`src/rtl/cpu_run_ctrl.sv`:
```
// Instruction-cycle sequencer: steps the core through FETCH/DECODE/EXEC/WB,
// with free-run, debounced single-step and halt.
module cpu_run_ctrl #(
  parameter int DEBOUNCE_CYCLES = 4
) (
  input  logic       clk_sys,
  input  logic       sys_rst,
  input  logic       cpu_rst,
  input  logic       run_sw,
  input  logic       step_btn,
  input  logic       halt_req,
  input  logic       mem_busy,
  output logic       fetch_en,
  output logic       decode_en,
  output logic       exec_en,
  output logic       wb_en,
  output logic       halted,
  output logic [7:0] instr_count,
  output logic [2:0] state
);

  typedef enum logic [2:0] {
    S_IDLE   = 3'd0,
    S_FETCH  = 3'd1,
    S_DECODE = 3'd2,
    S_EXEC   = 3'd3,
    S_WB     = 3'd4,
    S_HALT   = 3'd5
  } state_t;

  localparam int CW = $clog2(DEBOUNCE_CYCLES);
  localparam logic [CW-1:0] CNT_MAX = CW'(DEBOUNCE_CYCLES - 1);

  state_t        state_q;
  state_t        state_n;
  logic          count_inc;
  logic          halt_latch;
  logic          sync1;
  logic          sync2;
  logic          deb;
  logic          deb_q;
  logic [CW-1:0] deb_cnt;
  logic          step_pulse;

  // The debouncer only obeys sys_rst so a button held across cpu_rst is not re-accepted.
  always_ff @(posedge clk_sys) begin
    if (sys_rst) begin
      sync1   <= 1'b0;
      sync2   <= 1'b0;
      deb     <= 1'b0;
      deb_q   <= 1'b0;
      deb_cnt <= '0;
    end else begin
      sync1 <= step_btn;
      sync2 <= sync1;
      deb_q <= deb;
      if (sync2 == deb) begin
        deb_cnt <= '0;
      end else if (deb_cnt == CNT_MAX) begin
        deb     <= sync2;
        deb_cnt <= '0;
      end else begin
        deb_cnt <= deb_cnt + 1'b1;
      end
    end
  end

  assign step_pulse = deb & ~deb_q;

  always_comb begin
    state_n   = state_q;
    count_inc = 1'b0;
    case (state_q)
      S_IDLE:   if (run_sw || step_pulse) state_n = S_FETCH;
      S_FETCH:  if (!mem_busy) state_n = S_DECODE;
      S_DECODE: state_n = S_EXEC;
      S_EXEC:   state_n = S_WB;
      S_WB: begin
        if (!mem_busy) begin
          count_inc = 1'b1;
          if (halt_latch)  state_n = S_HALT;
          else if (run_sw) state_n = S_FETCH;
          else             state_n = S_IDLE;
        end
      end
      S_HALT:   state_n = S_HALT;
      default:  state_n = S_IDLE;
    endcase
  end

  // Enables and halted are decoded from the next state so they are registered with it.
  always_ff @(posedge clk_sys) begin
    if (sys_rst || cpu_rst) begin
      state_q     <= S_IDLE;
      fetch_en    <= 1'b0;
      decode_en   <= 1'b0;
      exec_en     <= 1'b0;
      wb_en       <= 1'b0;
      halted      <= 1'b0;
      instr_count <= 8'd0;
      halt_latch  <= 1'b0;
    end else begin
      state_q   <= state_n;
      fetch_en  <= (state_n == S_FETCH);
      decode_en <= (state_n == S_DECODE);
      exec_en   <= (state_n == S_EXEC);
      wb_en     <= (state_n == S_WB);
      halted    <= (state_n == S_HALT);
      if (state_q == S_EXEC) halt_latch <= halt_req;
      if (count_inc) instr_count <= instr_count + 8'd1;
    end
  end

  assign state = state_q;

endmodule

```
`config.mk`:
```
export PLATFORM = sky130hd
export DESIGN_NAME = cpu_run_ctrl
export DESIGN_NICKNAME = d
export VERILOG_FILES = /design/src/rtl/cpu_run_ctrl.sv
export SDC_FILE = /design/constraint.sdc
export NUM_CORES = 1
export LEC_CHECK = 0
export CAP_MARGIN = 25
export CORE_AREA = 2 2 51 53
export CTS_CLUSTER_DIAMETER = 50
export DETAILED_ROUTE_END_ITERATION = 6
export DIE_AREA = 0 0 53 55
export HOLD_SLACK_MARGIN = 0.1
export PLACE_DENSITY = 0.68
export SLEW_MARGIN = 20
export SYNTH_ARGS = -nofsm -noshare
export SYNTH_HDL_FRONTEND = slang
export SYNTH_SLANG_ARGS = --single-unit
```
`constraint.sdc`:
```
create_clock -name clk_sys -period 1.74 [get_ports clk_sys]
set_clock_uncertainty 0.05 [all_clocks]
set_input_delay 0.174 -clock clk_sys [delete_from_list [all_inputs] [get_ports clk_sys]]
set_output_delay 0.174 -clock clk_sys [all_outputs]
set_load 0.03 [all_outputs]
```
* Word level (Yosys, flattened, before mapping) *
Cells that the tools add are included.

operators by class
  $add $sub $neg = 2
  bitwise gates (word level) = 3
  eq/ne operators = 12
  muxes and demuxes = 8
  reductions and logical operators = 5

operators with widths
  kind                                           count
  one-hot mux 3 bit (6 select lines)             1
  == test 3 x 2 -> 1 bit, second input constant  4
  == test 3 bit, second input constant           4
  two-way mux 3 bit                              4
  adder 8 x 1 -> 8 bit, second input constant    1
  == test 3 x 1 -> 1 bit, second input constant  2
  zero test 3 bit                                1
  two-way mux 1 bit                              3
  OR reduction 3 bit                             1
  adder 2 x 1 -> 2 bit, second input constant    1
  == test 2 bit, second input constant           1
  logical OR 1 bit                               2
  inverter 1 bit                                 2
  AND reduction 2 bit                            1
  AND 1 bit                                      1
  == test 1 bit                                  1

storage, ports and cells
  bits in registers = 23
  input port bits = 7
  word-level logic and storage cells = 43
  output and inout bits = 16

* Depth between registers and ports, before layout *
Gate-level depths: netlist of the first run.

  depth in word-level cells = 6
  gate-level depth with buffers = 6
  depth with buffers taken out = 5

* Least setup slack after synthesis of the first run *
No wires, ideal clock.

  path kind = flip-flop to flip-flop
  from = register state_q[2] (netlist: state[2])
  to = register instr_count[7]
  required time = 1562 ps
  period minus slack after synthesis = 1846 ps
  stages on the path, launching flop included = 6
  buffers on the path = 1
  path slack = -106 ps
  data arrival time = 1668 ps
  setup time = 128 ps
  cell sequence = dfxtp_1 > or4b_4 > buf_6 > nor4_4 > xnor2_1 > nor2_1

on the way
  longest elaborated chain between the ends = 2

ends and longest elaborated chain
  what                      line  text
  start: declaration        34    state_t state_q;
  start signal: assignment  103   state_q <= state_n;
  == test 3 bit             73    case (state_q)
  two-way mux 1 bit         73
  end signal: assignment    110   if (count_inc) instr_count <= instr_count + 8'd1;
  end: declaration          18    output logic [7:0] instr_count,

Every way passes these cells.
A chain may end at the register's enable or synchronous reset.

* Worst setup path after layout of the first run *
  from = register state_q[1] (netlist: state[1])
  to = output state[1]

RTL lines
  what              line  text
  end: declaration  19    output logic [2:0] state

No word-level cell between the ends.

==> metrics list, run 1 <==
* Status: complete, no violations
- Most common cell after layout, fill and taps aside: clkdlybuf4s50_1
- Post-detail-place hpwl: 1390 microns
- Setup violations remaining at the end of the flow were counted as 0.
* Layout Nets: 136
- Total routing resource utilization after global routing: 0.147
* Register bit count reported by yosys: 23
* Vias in the first global route: 724
- For the pin with the worst max-slew slack, the measured transition is 0.319 ns.
* Global-route wire length before repair: 3090 microns
* Die outline width: 53 microns
* WP data arrival: 1.45 ns
- Slowest CP cell: clkdlybuf4s50_1
* Number of antenna violations at the first check in global routing: 0
- For this design, the sink count on the clock tree is 23.
- Total power divided by cell area: 686 nW/um^2
- Summing all non-filler instances in the final layout gives an area of 1230 sq um.
- The share of the Yosys chip area taken by registers is 0.493.
- The total area inside the core boundary comes to 2360 sq um.
- Count of buffers inserted at the top-level ports: 22
* Number of DRC violations after detailed-routing iteration 0: 2
- The number of placed instances, taps included, is 152.
* Synthesis warning total: 0
* Effective utilization at floorplan: 0.395
* Peak per-stage delay on the critical path: 0.71 ns
- Post-CTS Setup Bufs: 0
- Clock tree synthesis selected as its root buffer the cell clkbuf_4.
- CTS built an H-tree with a depth of 1.
* Clock transition at the registers of the reported paths: 0.12 ns
- On the critical path the largest part of the delay comes from buffers and inverters.
- Placement-stage cell area: 1200 sq um
* Boundary pin count: 23
* Routed wire per std cell: 11.5 microns
- Max-slew violation count: 0
* Worst VDD drop: 0.565 mV
- Leaving out fill and tap cells, the most frequent cells in the layout are clkdlybuf4s50_1, dfxtp_1, nor2_1.
- CTS tree: yes
- Maximum number of pins on one net before global-route repair: 13
* Largest fanout of any net on the critical path: 10
- Overall die area: 2920 sq um
* Remaining global-route overflow: 0
- Cts-stage hold buffer count: 0
- # diodes: 0
- After layout, the design draws a total of 0.844 mW.
- Data on the critical path is required at its endpoint by 1.52 ns.
- Type of destination of the critical path: output pin
- In the routed layout, each cell is associated on average with a via count of 4.90.
- Share of the clock period used by the worst path after layout: 0.961
- Measured against its own limit, the worst slew margin works out to 0.786.
- Max-Cap Viols: 0
- Final critical path time including I/O delays and setup: 1.67 ns
* Post-synthesis async set-or-reset flop share: 0
- RSZ-0062 raised after global routing: false
* First-pass iteration count of the detailed router: 4
- The floorplan has 18 rows.
* Area growth from synthesis to layout: 31.8%
* Net Count, Synth: 108
* Class of the tightest hold or removal check: input pin to register
* Count of flip-flops with a built-in enable after synthesis: 0
- Derived from the worst setup path, the maximum achievable clock frequency is 598 MHz.
- The congestion estimate from routability-driven global placement came to 0.712.
* R2r endpoint: instr_count[4]
- Clock latency on the worst-skew pair, taken at its later pin, is 0.31 ns.
- After detailed routing, the number of remaining DRC violations is 0.
* Register-to-register setup slack: 0.17 ns
- Finished Layout Cells: 156
* R2R cell count: 3
- LEAKAGE: 0.459 nW
- Each instance of the synthesized netlist takes up on average 9.43 sq um.
- The floorplan step set the die height to 55 microns.
- STA classifies the critical path startpoint as a register.
- The worst hold path passes through 2 cells.
- In this run the remaining antenna-violating nets after routing total 0.
- In this run the most critical hold path is launched from step_btn.
* Bufs on Longest Clock Path: 2
- The number of clock buffers added by TritonCTS is 3.
- End point of the worst hold path: sync1
- Worst Setup Path Type: register to output pin
- The hold violation total from the final report came to 0.
* Share of layout cells above drive strength 1: 0.127
- Cell-by-cell trace of the critical path: clkdlybuf4s50_1
* Number of gates given a new drive strength after cts: 0
* Top_reg_cell synth: dfxtp_1
- Library cells used by synthesis: 31
- Counting every instance in the synthesized netlist gives 99.
- Together, buffers and inverters on the worst path number 1.
- In this run the number of cells on the critical path is 1.
- The worst register-to-register path begins at state[0].
* Post-synthesis instance area: 933 sq um
* Post-route core utilization: 0.520
- The final route contains 764 vias.
- Total routed wirelength: 1800 microns
## synthesized netlist by cell type, types with 2 or more instances
cell,count,area share
a21oi_1,6,0.032
nand2_1,6,0.024
or2_2,2,0.013
xnor2_1,5,0.047
mux2i_1,2,0.021
nor3_1,3,0.016
inv_1,6,0.024
nor2b_1,4,0.027
nand3_1,3,0.016
nor2_1,13,0.052
buf_6,2,0.024
o21ai_1,2,0.011
ha_1,2,0.027
dfxtp_1,23,0.49
or3_1,4,0.027
## power breakdown
part | internal [mW] | switching (mW)
registers | 0.532 | 0.00575
logic | 0.0344 | 0.0300
clock network | 0.0895 | 0.152
total | 0.656 | 0.188
## per-stage QoR
step	hold slack (ns)	setup TNS, ns	setup slack, ns
after floorplan	0.196	0	0.0229
after global placement	0.355	-0.198	-0.0611
after detailed placement	0.373	-0.370	-0.0980
after CTS	0.358	0	0.0546
after global routing	0.365	0	0.00908
final	0.366	0	0.0677
## layout make-up
cell class | count | area [sq um]
fillers | 238 | 1130
flip-flops and latches | 23 | 467
multi-input cells | 66 | 419
repair buffers | 27 | 258
well taps | 30 | 37.5
clock buffers | 4 | 26.3
inverters | 6 | 22.5
## kinds of logic (layout without fill, tap and decap cells)
group | after synthesis | in the layout | share of synthesized area
AOI/OAI and AO/OA | 13 | 13 | 0.0818
adders and majority gates | 2 | 2 | 0.0268
and+or+nand+nor | 43 | 43 | 0.263
xor gates and xnor gates | 6 | 6 | 0.0563
DFF | 23 | 23 | 0.493
muxes | 2 | 2 | 0.0214
buffers and inverters | 10 | 37 | 0.0576
## worst max path at each step
stage,from,endpoint,slack (ns)
detailed placement,mem_busy,instr_count[5],-0.1
global placement,mem_busy,instr_count[4],-0.06
finish,state[1],state[1],0.07
CTS,state[1],state[1],0.05
floorplan,state[0],instr_count[3],0.02
global route,instr_count[2],instr_count[2],0.009
## routing by layer
layer | vias to the layer above | GRT usage | share of wire | wire length [microns]
met4 | 0 | 0.0513 | 0.0094 | 17
li1 | 388 | - | - | -
met3 | 2 | 0.0538 | 0.069 | 125
met1 | 353 | 0.164 | 0.43 | 770
met5 | - | 0 | 0 | 0
met2 | 21 | 0.258 | 0.49 | 888
## sequential cells by signal, summed over array words and instances, names as in the netlist
name	count
wb_en	1
state	3
fetch_en	1
decode_en	1
deb_q	1
halt_latch	1
instr_count	8
sync1	1
deb_cnt	2
sync2	1
halted	1
deb	1
exec_en	1
Note: power is estimated with default switching activity, not from simulation.
==> run 2: changes to the inputs <==
--- a/config.mk
+++ b/config.mk
@@ -6,12 +6,12 @@
 export NUM_CORES = 1
 export LEC_CHECK = 0
 export CAP_MARGIN = 25
-export CORE_AREA = 2 2 51 53
+export CORE_AREA = 2 2 49 51
 export CTS_CLUSTER_DIAMETER = 50
 export DETAILED_ROUTE_END_ITERATION = 6
-export DIE_AREA = 0 0 53 55
+export DIE_AREA = 0 0 51 53
 export HOLD_SLACK_MARGIN = 0.1
-export PLACE_DENSITY = 0.68
+export PLACE_DENSITY = 0.7
 export SLEW_MARGIN = 20
 export SYNTH_ARGS = -nofsm -noshare
 export SYNTH_HDL_FRONTEND = slang
==> constraint.sdc (replaced) <==
create_clock -name clk_sys -period 1.8 [get_ports clk_sys]
set_clock_uncertainty 0.05 [all_clocks]
set_input_delay 0.18 -clock clk_sys [delete_from_list [all_inputs] [get_ports clk_sys]]
set_output_delay 0.18 -clock clk_sys [all_outputs]
set_load 0.03 [all_outputs]
==> run 2 against run 1 <==
Sequential cell count is the same. Clock-buffer cell count is the same. Worst setup slack gained 0.064 ns. Worst hold slack gained 0.011 ns.
==> metrics list, run 2 (synthesis gave the netlist of run 1 again) <==
* Status: complete, no violations
- The critical path data required time was 1.57 ns (+0.05 ns).
* Number of gates given a new drive strength after cts: 0 (unchanged)
- The setup-violating endpoint count in the final report was 0 (unchanged).
- The cell count of the worst hold path came to 2 (unchanged).
- The count of hold buffers inserted by post-cts repair came to 0 (unchanged).
- Critical hold path startpoint: step_btn
- The worst-case setup margin in the final layout came to 0.131 ns (+0.0636 ns).
- The DRC violation count after routing was 0 (unchanged).
- Actual transition at the worst max-transition pin: 0.310 ns (-0.00920 ns)
- The number of setup buffers added after CTS is 0 (unchanged).
- Most frequent cells in the layout: clkdlybuf4s50_1, dfxtp_1, nor2_1
* WP data arrival: 1.44 ns (about the same)
* Largest register FFs: 8 (unchanged)
- Clock transition at the registers of the reported paths: 0.12 ns (about the same)
- The total number of vias was 748 (-2.1%).
- Share of the clock period used by the worst path after layout: 0.927
- Slowest CP cell: clkdlybuf4s50_1
- Clock Sink Count: 23 (unchanged)
- The worst register-to-register path begins at state[0].
* Max Clock Freq: 599 MHz
- Post-detailed-route via-to-cell ratio: 4.86 (-0.82%)
- TritonCTS buffer count: 3 (unchanged)
- The final weighted congestion in routability-driven placement is 0.776 (+9.0%).
- The total track usage came to 0.140 (-0.00731).
- CTS Root Cell: clkbuf_4
- The number of optimization iterations in the first detailed-route pass is 6 (+2).
- R2R cell count: 4 (+1)
- Critical path launch point type: register
- Die outline width: 51 microns (-3.8%)
* Worst slew margin relative to its limit: 0.792 (+0.00616)
- The fill cell instance count of the final layout was 189 (-21%).
- The per-cell routed wire length was 10.4 microns (-9.8%).
- Number of nets with antenna violations after detailed routing: 0 (unchanged)
- Total power divided by cell area: 663 nW/um^2 (-3.5%)
* Most common cell after layout, fill and taps aside: clkdlybuf4s50_1
- The maximum fanout along the worst path is 10 (unchanged).
- The net count of the finished layout is 136 (unchanged).
- Cell-by-cell trace of the critical path: clkdlybuf4s50_1
- The total grt overflow is 0 (unchanged).
* LEAKAGE: 0.459 nW (about the same)
- The ratio of cells with drive above 1 in the final layout was 0.127 (unchanged).
- The highest cell delay on the worst timing path is 0.70 ns (about the same).
- RSZ-0062 raised after global routing: false
* Number of DRC violations after detailed-routing iteration 0: 10 (+8)
- CTS tree: yes
* CTS H-Tree Depth: 1 (unchanged)
* Num rows: 17 (-1)
- The accumulated negative setup slack is 0 ns (unchanged).
- Class of the tightest hold or removal check: input pin to register
- Worst VDD drop: 0.440 mV (-22%)
- The worst setup path is of the register to output pin kind.
- The starting utilization of the core area was 0.434 (+0.0398).
- The via count of the first global-routing pass is 669 (-7.6%).
* Total routed wirelength: 1600 microns (-11%)
- The vertical die dimension is 53 microns (-3.6%).
- Post-detail-place hpwl: 1240 microns (-11%)
* Maximum number of pins on one net before global-route repair: 13 (unchanged)
- Final Hold Fails: 0 (unchanged)
* Final critical path time including I/O delays and setup: 1.67 ns
- The core area is 2150 sq um (-9.2%).
- The max-cap violation count came to 0 (unchanged).
- The maximum clock insertion buffer count came to 2 (unchanged).
- Counting flops per register, the top entry is instr_count.
- The number of placed instances with taps included came to 150 (-1.3%).
- The kind of cell with the highest combined delay along the critical path is buffers and inverters.
- Post-route core utilization: 0.570 (+0.0501)
- Number of antenna violations at the first check in global routing: 0 (unchanged)
- Relative to the synthesized area, the layout overhead comes to 31.2%.
- The count of final max-slew check failures came to 0 (unchanged).
- The I/O pin count is 23 (unchanged).
* Overall die area: 2700 sq um (-7.3%)
* Type of destination of the critical path: output pin
* Register-to-register setup slack: 0.20 ns (+0.03 ns)
- Finished Layout Cells: 154 (-1.3%)
* R2r endpoint: instr_count[7]
* Worst setup slack before clock tree synthesis: -0.0590 ns (+0.0390 ns)
- Clock latency on the worst-skew pair: 0.30 ns (about the same)
* End point of the worst hold path: sync1
* # diodes: 0 (unchanged)
- Global-route wire length before repair: 2790 microns (-9.6%)
* Min Hold Slack: 0.378 ns (+0.0114 ns)
- Count of buffers inserted at the top-level ports: 22 (unchanged)
* Buffers & Inverters on Critical Path: 1 (unchanged)
[run 2: routing by layer]
layer,GRT usage,vias up,share of wire
met5,0,-,0
met4,0.0676,0,0.0075
met3,0.0339,2,0.061
met2,0.229,22,0.49
met1,0.170,339,0.44
li1,-,385,-
[run 2: worst max-delay path by stage]
stage / start / end / slack [ns] / cells past startpoint
floorplan: state[0] / instr_count[7] / 0.03 / 6
global placement: mem_busy / instr_count[7] / -0.04 / 5
detailed placement: mem_busy / instr_count[7] / -0.06 / 5
CTS: state[0] / state[0] / 0.11 / 1
global route: state[0] / state[0] / 0.06 / 1
finish: state[0] / state[0] / 0.13 / 1
[run 2: cell type report]
type                    count  area [sq um]  share of cell area
well taps                  28          35.0              0.0286
inverters                   6          22.5              0.0184
flip-flops and latches     23           464               0.379
clock buffers               4          26.3              0.0215
multi-input cells          66           419               0.342
repair buffers             27           258               0.210
[run 2: stage by stage]
stage               power, mW  cell area, sq um
floorplan               0.564               937
global placement        0.594              1200
detailed placement      0.595              1200
CTS                     0.827              1220
global route            0.852              1220
finish                  0.812              1220
[run 2: power by group]
| part | switching (mW) | internal (mW) | leakage [nW] |
|---|---|---|---|
| registers | 0.00569 | 0.515 | 0.187 |
| clock network | 0.142 | 0.0863 | 0.0150 |
| logic | 0.0288 | 0.0332 | 0.256 |
==> run 3: changes to the inputs <==
--- a/config.mk
+++ b/config.mk
@@ -5,7 +5,7 @@
 export SDC_FILE = /design/constraint.sdc
 export NUM_CORES = 1
 export LEC_CHECK = 0
-export CAP_MARGIN = 25
+export CAP_MARGIN = 5
 export CORE_AREA = 2 2 49 51
 export CTS_CLUSTER_DIAMETER = 50
 export DETAILED_ROUTE_END_ITERATION = 6
==> results of run 3 <==
Final layout, timing and power as in run 2 (identical DEF).
